**config.mk**
```make
export PLATFORM = sky130hd
export DESIGN_NAME = count_data_uploader
export DESIGN_NICKNAME = d
export VERILOG_FILES = /design/src/rtl/laser_pkg.sv /design/src/rtl/count_fifo.sv /design/src/rtl/count_data_uploader.sv
export SDC_FILE = /design/constraint.sdc
export NUM_CORES = 2
export LEC_CHECK = 0
export ABC_AREA = 0
export BUFFER_PORTS_ARGS = -buffer_cell sky130_fd_sc_hd__clkbuf_2
export CORE_MARGIN = 4
export CORE_UTILIZATION = 25
export DETAILED_ROUTE_END_ITERATION = 6
export PLACE_DENSITY = 0.48
export RECOVER_POWER = 50
export SLEW_MARGIN = 15
export SYNTH_ARGS = -nofsm -noshare
export SYNTH_HDL_FRONTEND = slang
export SYNTH_SLANG_ARGS = --single-unit
```
**constraint.sdc**
```tcl
create_clock -name iCLOCK -period 4.77 [get_ports iCLOCK]
set_input_delay 0.477 -clock iCLOCK [delete_from_list [all_inputs] [get_ports iCLOCK]]
set_output_delay 0.477 -clock iCLOCK [all_outputs]
set_load 0.01 [all_outputs]
```
**src/rtl/laser_pkg.sv**
```systemverilog
// Shared definitions for the laser-controller count upload path.
// - Record layout: {err[3:0], count[31:0]} in a 36-bit word.
// - Status byte layout: {overflow, 3'b000, err[3:0]}.
// - Framing FSM state encoding.
package laser_pkg;

    localparam int unsigned RecW       = 36;
    localparam int unsigned CntW       = 32;
    localparam int unsigned ErrW       = 4;
    localparam int unsigned ErrLsb     = 32;
    localparam int unsigned StatOvfBit = 7;

    typedef enum logic [1:0] {
        StIdle,
        StHdr,
        StRec,
        StDone
    } upl_state_e;

    function automatic logic [7:0] status_byte(input logic ovf, input logic [ErrW-1:0] err);
        logic [7:0] s;
        s             = '0;
        s[ErrW-1:0]   = err;
        s[StatOvfBit] = ovf;
        return s;
    endfunction

endpackage

```
**src/rtl/count_fifo.sv**
```systemverilog
// Synchronous record FIFO (DEPTH x RecW) with registered read.
// Ports:
//   clk_i, rst_i  clock, asynchronous active-high reset
//   clr_i         synchronous flush (wins over a simultaneous write/read)
//   wr_en_i       write request; ignored when full
//   wr_data_i     record to store
//   rd_en_i       pop request; ignored when empty; rd_data_o updates on the same edge
//   rd_data_o     last popped record
//   full_o        FIFO holds DEPTH records
//   empty_o       FIFO holds no records
//   level_o       records currently stored
module count_fifo
    import laser_pkg::*;
#(
    parameter int unsigned DEPTH = 64,
    parameter int unsigned AW    = 6
) (
    input  logic            clk_i,
    input  logic            rst_i,
    input  logic            clr_i,
    input  logic            wr_en_i,
    input  logic [RecW-1:0] wr_data_i,
    input  logic            rd_en_i,
    output logic [RecW-1:0] rd_data_o,
    output logic            full_o,
    output logic            empty_o,
    output logic [AW:0]     level_o
);

    logic [RecW-1:0] mem_q [DEPTH];
    logic [AW-1:0]   wr_ptr_q, rd_ptr_q;
    logic [AW:0]     level_q, level_d;
    logic [RecW-1:0] rd_data_q;
    logic            do_wr, do_rd;

    assign full_o    = (level_q == (AW+1)'(DEPTH));
    assign empty_o   = (level_q == '0);
    assign level_o   = level_q;
    assign rd_data_o = rd_data_q;

    assign do_wr = wr_en_i & ~full_o & ~clr_i;
    assign do_rd = rd_en_i & ~empty_o & ~clr_i;

    always_comb begin
        level_d = level_q;
        unique case ({do_wr, do_rd})
            2'b10:   level_d = level_q + 1'b1;
            2'b01:   level_d = level_q - 1'b1;
            default: level_d = level_q;
        endcase
        if (clr_i) begin
            level_d = '0;
        end
    end

    always_ff @(posedge clk_i or posedge rst_i) begin
        if (rst_i) begin
            wr_ptr_q  <= '0;
            rd_ptr_q  <= '0;
            level_q   <= '0;
            rd_data_q <= '0;
        end else begin
            level_q <= level_d;
            if (clr_i) begin
                wr_ptr_q <= '0;
                rd_ptr_q <= '0;
            end else begin
                if (do_wr) wr_ptr_q <= wr_ptr_q + 1'b1;
                if (do_rd) begin
                    rd_ptr_q  <= rd_ptr_q + 1'b1;
                    rd_data_q <= mem_q[rd_ptr_q];
                end
            end
        end
    end

    // Storage array carries no reset.
    always_ff @(posedge clk_i) begin
        if (do_wr) mem_q[wr_ptr_q] <= wr_data_i;
    end

endmodule

```
**src/rtl/count_data_uploader.sv**
```systemverilog
// Buffers PMT count records with their lock error flags and, on a SENDDATA request,
// streams them to the PC transmitter as: header N, then 5 bytes per record
// (count MSB first, then status). Returns oFinishedSendingData once done.
// Ports:
//   iCLOCK, iRESET          clock, asynchronous active-high reset
//   iCountReady/Data        count record write strobe and value
//   iErrorSignal            lock error flags captured with the count
//   iSendData               upload request level
//   oFinishedSendingData    upload complete, held until iSendData falls
//   oTxData/oTxValid/iTxReady  byte stream to the PC transmitter
//   iClearBuffer            synchronous flush and abort
//   oFifoLevel              records stored
//   oOverflow               sticky dropped-record flag
module count_data_uploader
    import laser_pkg::*;
#(
    parameter int unsigned DEPTH = 64,
    parameter int unsigned AW    = 6
) (
    input  logic            iCLOCK,
    input  logic            iRESET,
    input  logic            iCountReady,
    input  logic [CntW-1:0] iCountData,
    input  logic [ErrW-1:0] iErrorSignal,
    input  logic            iSendData,
    output logic            oFinishedSendingData,
    output logic [7:0]      oTxData,
    output logic            oTxValid,
    input  logic            iTxReady,
    input  logic            iClearBuffer,
    output logic [AW:0]     oFifoLevel,
    output logic            oOverflow
);

    localparam logic [2:0] StatIdx = 3'd4;

    upl_state_e      state_q, state_d;
    logic [AW:0]     rem_q, rem_d;
    logic [2:0]      idx_q, idx_d;
    logic            ovf_q, ovf_d;
    logic            pop;
    logic            accept;
    logic            fifo_full, fifo_empty;
    logic [RecW-1:0] rd_rec;

    count_fifo #(
        .DEPTH (DEPTH),
        .AW    (AW)
    ) u_fifo (
        .clk_i     (iCLOCK),
        .rst_i     (iRESET),
        .clr_i     (iClearBuffer),
        .wr_en_i   (iCountReady),
        .wr_data_i ({iErrorSignal, iCountData}),
        .rd_en_i   (pop & ~fifo_empty),
        .rd_data_o (rd_rec),
        .full_o    (fifo_full),
        .empty_o   (fifo_empty),
        .level_o   (oFifoLevel)
    );

    assign oTxValid             = (state_q == StHdr) || (state_q == StRec);
    assign oFinishedSendingData = (state_q == StDone);
    assign oOverflow            = ovf_q;
    assign accept               = oTxValid & iTxReady;

    // Byte mux reads straight from the registered FIFO output, so the pop issued on
    // the header/status accept makes count[31:24] available with no bubble.
    always_comb begin
        oTxData = '0;
        unique case (state_q)
            StHdr: oTxData = 8'(rem_q);
            StRec: begin
                unique case (idx_q)
                    3'd0:    oTxData = rd_rec[31:24];
                    3'd1:    oTxData = rd_rec[23:16];
                    3'd2:    oTxData = rd_rec[15:8];
                    3'd3:    oTxData = rd_rec[7:0];
                    default: oTxData = status_byte(ovf_q, rd_rec[ErrLsb +: ErrW]);
                endcase
            end
            default: oTxData = '0;
        endcase
    end

    always_comb begin
        state_d = state_q;
        rem_d   = rem_q;
        idx_d   = idx_q;
        pop     = 1'b0;
        unique case (state_q)
            StIdle: begin
                if (iSendData) begin
                    rem_d   = oFifoLevel;
                    idx_d   = '0;
                    state_d = StHdr;
                end
            end
            StHdr: begin
                if (accept) begin
                    if (rem_q == '0) begin
                        state_d = StDone;
                    end else begin
                        pop     = 1'b1;
                        idx_d   = '0;
                        state_d = StRec;
                    end
                end
            end
            StRec: begin
                if (accept) begin
                    if (idx_q != StatIdx) begin
                        idx_d = idx_q + 3'd1;
                    end else begin
                        rem_d = rem_q - 1'b1;
                        idx_d = '0;
                        if (rem_q != (AW+1)'(1)) begin
                            pop = 1'b1;
                        end else begin
                            state_d = StDone;
                        end
                    end
                end
            end
            StDone: begin
                if (!iSendData) state_d = StIdle;
            end
            default: state_d = StIdle;
        endcase
        if (iClearBuffer) begin
            state_d = StIdle;
            rem_d   = '0;
            idx_d   = '0;
            pop     = 1'b0;
        end
    end

    always_comb begin
        ovf_d = ovf_q | (iCountReady & fifo_full);
        if (iClearBuffer) ovf_d = 1'b0;
    end

    always_ff @(posedge iCLOCK or posedge iRESET) begin
        if (iRESET) begin
            state_q <= StIdle;
            rem_q   <= '0;
            idx_q   <= '0;
            ovf_q   <= 1'b0;
        end else begin
            state_q <= state_d;
            rem_q   <= rem_d;
            idx_q   <= idx_d;
            ovf_q   <= ovf_d;
        end
    end

endmodule

```
After elaboration in Yosys (flattened, before gate mapping):

Memories as Yosys holds them, arrays and structs flattened. A register that Yosys moved wholly into a read port is not among the register bits.
Cells that the tools add are included.
Widths: inputs -> output; s select.

* add/subtract/negate cells: 6
* equality and inequality tests: 18
* multiplexer cells: 39
* bitwise operators: 11
* reductions and logical operators: 14

Operators with widths (count)
* $mux 7: 5
* $pmux 8 s4: 1
* $pmux 7 s2: 2
* $mux 6: 4
* $ne 3x3->1 const B: 7
* $mux 3: 6
* $pmux 8 s2: 1
* $logic_not 7->1: 2
* $mux 2: 7
* $sub 7x1->7 const B: 2
* $add 6x1->6 const B: 2
* $mux 1: 10
* $pmux 3 s3: 1
* $pmux 2 s4: 1
* $add 7x1->7 const B: 1
* $and 1x1->1: 7
* $eq 7x7->1 const B: 1
* $ne 7x1->1 const B: 1
* $eq 2x2->1 const B: 3
* $eq 3x2->1 const B: 2
* $reduce_and 6->1: 1
* $reduce_bool 3->1: 2
* $reduce_and 5->1: 1
* $eq 2x1->1 const B: 2
* other kinds (13): 16

* register bits after elaboration: 32
* RAM bits: 2304
* logic and storage cells: 96
* memories kept: 1

Memory list
* u_fifo.mem_q: depth 64, width 36, read ports 1, clocked after memory_dff 1, wr ports 1, RTL line count_fifo.sv:30 `logic [RecW-1:0] mem_q [DEPTH];`

Longest topological paths before layout:

* depth in word-level cells: 12
* mapped depth: 14
* depth with buffers taken out: 13

Hierarchy:

A second synthesis with hierarchy kept.

* cell total of the unflattened synthesis: 4320
* area total of the unflattened synthesis: 91148.7 um^2

Modules (own cells, without submodules)
* count_fifo: instances 1, cells an instance 4164, area an instance 89808.6 um^2
* count_data_uploader: instances 1, cells an instance 156, area an instance 1340.0 um^2

Least setup slack after synthesis:

No wires, ideal clock.

* path type: reg-to-reg
* start point: register u_fifo.level_q[0] (netlist: u_fifo.level_o[0])
* end point: memory u_fifo.mem_q[63][0] (enable)
* setup time: 429 ps
* data arrival time: 3104 ps
* data required time: 4341 ps
* setup slack: 1236 ps
* cell stages (with the launch flop): 6
* path buffers: 0
* period minus slack after synthesis: 3534 ps
* cell sequence: dfrtp_1 nor4_1 a31oi_1 and3_1 nand2_1 nor2_1

* word-level cells in the longest chain between the ends: 6

RTL lines
* start: declaration: RTL line count_fifo.sv:32 `logic [AW:0] level_q, level_d;`
* start signal: assignment: RTL line count_fifo.sv:63 `level_q <= level_d;`
* $eq 7x7->1: RTL line count_fifo.sv:36 `assign full_o = (level_q == (AW+1)'(DEPTH));`
* $not 1->1: RTL line count_fifo.sv:41 `assign do_wr = wr_en_i & ~full_o & ~clr_i;`
* $and 1x1->1 (2 in series): RTL line count_fifo.sv:41
* $mux 1: RTL line count_fifo.sv:79 `if (do_wr) mem_q[wr_ptr_q] <= wr_data_i;`
* $mux 1 (not written as such): RTL line count_fifo.sv:79
* end: declaration: RTL line count_fifo.sv:30

Every way passes these cells.

Worst setup path in the final report:

* start point: register idx_q[2]
* end point: output oTxData[1]

* word-level cells in the longest chain between the ends: 3
* elaborated cells between the ends (all ways): 6

RTL lines
* start: declaration: RTL line count_data_uploader.sv:39 `logic [2:0] idx_q, idx_d;`
* start signal: assignment: RTL line count_data_uploader.sv:152 `idx_q <= idx_d;`
* $eq 3x2->1, or another cell as far along: RTL line count_data_uploader.sv:74 `unique case (idx_q)`
* $pmux 8 s4 (*): RTL line count_data_uploader.sv:74
* $pmux 8 s2 (*): RTL line count_data_uploader.sv:71 `unique case (state_q)`
* end: declaration: RTL line count_data_uploader.sv:27 `output logic [7:0] oTxData,`

Mark *: on every way between the ends. The rest lies on a longest branch, timed or not.

==> reports/results.txt <==
Placeable Area: 366000 um2
Post-synth EDFFs: 2304
number of top-level pins: 60
R2R depth: 13
Relative slew margins: -142%
CP max FO: 11
clk sinks: 2372
Slew @ Worst Pin: 3640 ps
r2r endpoint: u_fifo.level_o[6]$_DFFE_PP0P_
Routability Congestion: 0.807
Synthesis Warnings: 0
Async SR Flop Fraction: 2.87%
final net count: 4778
clock root buffer: clkbuf_16
TNS Setup: 0 ps
Max Cap Viol: 39
Leak Pwr: 0.0319 uW
Mapped Avg Cell Area: 20.9 um2
detailed-route vias per instance: 4.79
Port Buffers: 59
post-route design area: 108000 um2
chip width: 614 um
FF-to-FF setup slack: 740 ps
Area Growth Syn to Fin: 17.3%
Hold Path Stages: 2
adder-cell share of the synthesized area: 0.294%
Compound-Gate Fraction of Synth Area: 4.47%
#FFs+latches synth: 2372
Post-CTS Setup Bufs: 0
xor/xnor cell area share of the yosys netlist: 0.151%
Worst Hold Endpoint: u_fifo.rd_ptr_q[3]$_DFFE_PP0P_
Tot Pwr: 46300 uW
gr ovfl total: 0
clock-pin slew on the worst setup and hold paths: 70 ps
worst r2r src: state_q[0]$_DFFE_PP0P_
# H-tree levels: 4
vias in the first global route: 47492
# setup viols final: 0
Hold Startpoint: iClearBuffer
CTS Buf Count: 249
pin count of the biggest net entering global routing: 65
Final period util: 88.0%
hold slack: 135 ps
mapped cell area: 91800 um2
Rows: 222
die area: 377000 um2
PwrDens: 430 nW/um2
worst vdd ir: 334 uV
share of cells above drive strength 1: 23.4%
routed len/inst: 28.7 um
fmax: 238 MHz
fin. max-slew vios: 2369
post-synthesis cell count: 4383
DP HPWL: 163000 um
Starting Density: 25.1%
initial drt markers: 5289
Setup crit start kind: flop
arrival time at the worst endpoint: 3720 ps
DRC: 0
Routed Antenna Nets: 0
status: complete, but fails checks
mux share of post-synthesis cell area: 14.6%
CTS Buffer Depth: 4
largest family of logic cells by synthesized area: multiplexers
CTS tree: yes
skew final: 73.9 ps
min Tclk post-route: 4200 ps
Cell variety after synth: 69
Die Y: 614 um
CP required: 4290 ps
RSZ-0062 raised after global routing: no
Final Hold Viols: 0
HP Class: in2reg
first-pass GRT wire length: 388000 um
CP endpoint kind: output pin
final wirelength: 279000 um
vias post-DR: 46684
initial antenna violation count: 14
placed cell areas: 99800 um2
Skew-Pair Late Insertion Delay: 910 ps
1st-pass router iterations: 6
Synth Area in Simple Gates: 1.63%
syn_nets: 4446
crit path kind: reg2out
Top FF cell, synth: edfxtp_1
failing checks: max-capacitance violations, max-slew violations
Tot GR Track Use: 14.4%
most common cell after layout, fill and taps aside: edfxtp_1
sequential share of the synthesized area: 77.2%
most frequent cells in the layout: edfxtp_1, mux4_2, mux2i_1
## flip-flops by register name (all words and copies together) (netlist names)
signal and cells:
u_fifo.rd_ptr_q 6, u_fifo.level_o 7, idx_q 3, u_fifo.mem_q 2304
rem_q 7, state_q 2, u_fifo.wr_ptr_q 6, oOverflow 1
u_fifo.rd_data_o 36
## area by class of cell
class / count / area, um2
timing repair buffer: 336 / 2790
antenna: 1 / 2.50
fill: 35459 / 258000
clock buffer: 295 / 6420
inverter: 17 / 66.3
tap: 4816 / 6030
multi-input combinational: 1739 / 19900
sequential: 2372 / 70900
clock inverter: 161 / 1530
## per-layer routing
| layer | global-route usage [%] | routed length [um] | up-vias |
|---|---|---|---|
| met5 | 0 | 13 | - |
| met4 | 3.58 | 7840 | 2 |
| met3 | 2.31 | 17400 | 383 |
| met2 | 23.5 | 133000 | 1680 |
| met1 | 20.1 | 121000 | 25510 |
| li1 | - | - | 19109 |
## worst max path at each step
stage / startpoint / end / slack, ps / cells past startpoint
finish: idx_q[2]$_DFFE_PP0P_ / oTxData[1] / 570 / 7
global route: state_q[0]$_DFFE_PP0P_ / u_fifo.level_o[6]$_DFFE_PP0P_ / 370 / 13
CTS: idx_q[2]$_DFFE_PP0P_ / oTxData[1] / 500 / 7
detailed placement: state_q[0]$_DFFE_PP0P_ / u_fifo.level_o[6]$_DFFE_PP0P_ / 760 / 13
global placement: state_q[0]$_DFFE_PP0P_ / u_fifo.rd_data_o[8]$_DFFE_PP0P_ / 420 / 9
floorplan: u_fifo.level_o[0]$_DFFE_PP0P_ / u_fifo.mem_q[63][0]$_DFFE_PP_ / 1240 / 5
## worst max-delay path, cell delays in order, from the launching register on
cell and delay, ps:
dfrtp_1 510, inv_1 320, ha_1 430, a221oi_1 140
o21ai_0 820, a22oi_1 300, nor2b_1 180, clkbuf_2 140
## through the flow
stage               util, %  cells  setup slack (ps)
floorplan                 -   4383              1240
global placement       27.3   9275               424
detailed placement     27.3   9277               758
CTS                    29.5   9736               504
global route           29.4   9737               373
finish                 29.4   9737               575
## synth_stat cells (7+ instances only)
master | n | area share [%]
a21oi_1 | 111 | 0.61
o211ai_1 | 23 | 0.19
nand3_1 | 29 | 0.16
and2_1 | 9 | 0.061
a211o_1 | 7 | 0.067
mux2_2 | 14 | 0.17
o211a_1 | 7 | 0.076
buf_2 | 66 | 0.36
a2111oi_0 | 10 | 0.095
a31oi_1 | 11 | 0.075
a221oi_1 | 41 | 0.39
buf_4 | 55 | 0.45
nand4_1 | 13 | 0.089
nor3_1 | 11 | 0.060
o22ai_1 | 20 | 0.14
ha_1 | 20 | 0.27
xnor2_1 | 7 | 0.067
a221o_1 | 9 | 0.098
edfxtp_1 | 2304 | 75
nand2_1 | 112 | 0.46
mux2i_1 | 358 | 3.9
clkbuf_1 | 95 | 0.39
a22o_1 | 31 | 0.30
nor2_1 | 111 | 0.45
buf_6 | 29 | 0.36
xor2_1 | 7 | 0.067
a211oi_1 | 27 | 0.22
buf_1 | 9 | 0.037
o21ai_0 | 64 | 0.35
nor2b_1 | 21 | 0.14
inv_1 | 14 | 0.057
a22oi_1 | 100 | 0.82
dfrtp_1 | 68 | 1.9
o221ai_1 | 73 | 0.70
mux4_2 | 424 | 10
## cells by family (layout without fill, tap and decap cells)
group	after synthesis	count (layout)
multiplexers	799	799
AND/OR/NAND/NOR	331	331
adder cells (fa/ha/maj)	21	21
AO/OA/AOI/OAI	573	573
buffers and inverters	272	809
flip-flops	2372	2372
XOR/XNOR	15	15
other	0	1
## what timing repair did
action / in CTS / in global routing
hold buffers: 3 / 0
resized for setup: 0 / 0
hold endpoints to repair: 38 / 0
## report_power, final
group | leakage (uW) | switching (uW) | internal (uW) | total, uW
clock | 0.00389 | 8120 | 11000 | 19200
combinational | 0.00641 | 2180 | 1600 | 3780
sequential | 0.0216 | 270 | 23100 | 23400
total | 0.0319 | 10600 | 35700 | 46300
No activity file was read; power rests on OpenSTA's default activity.
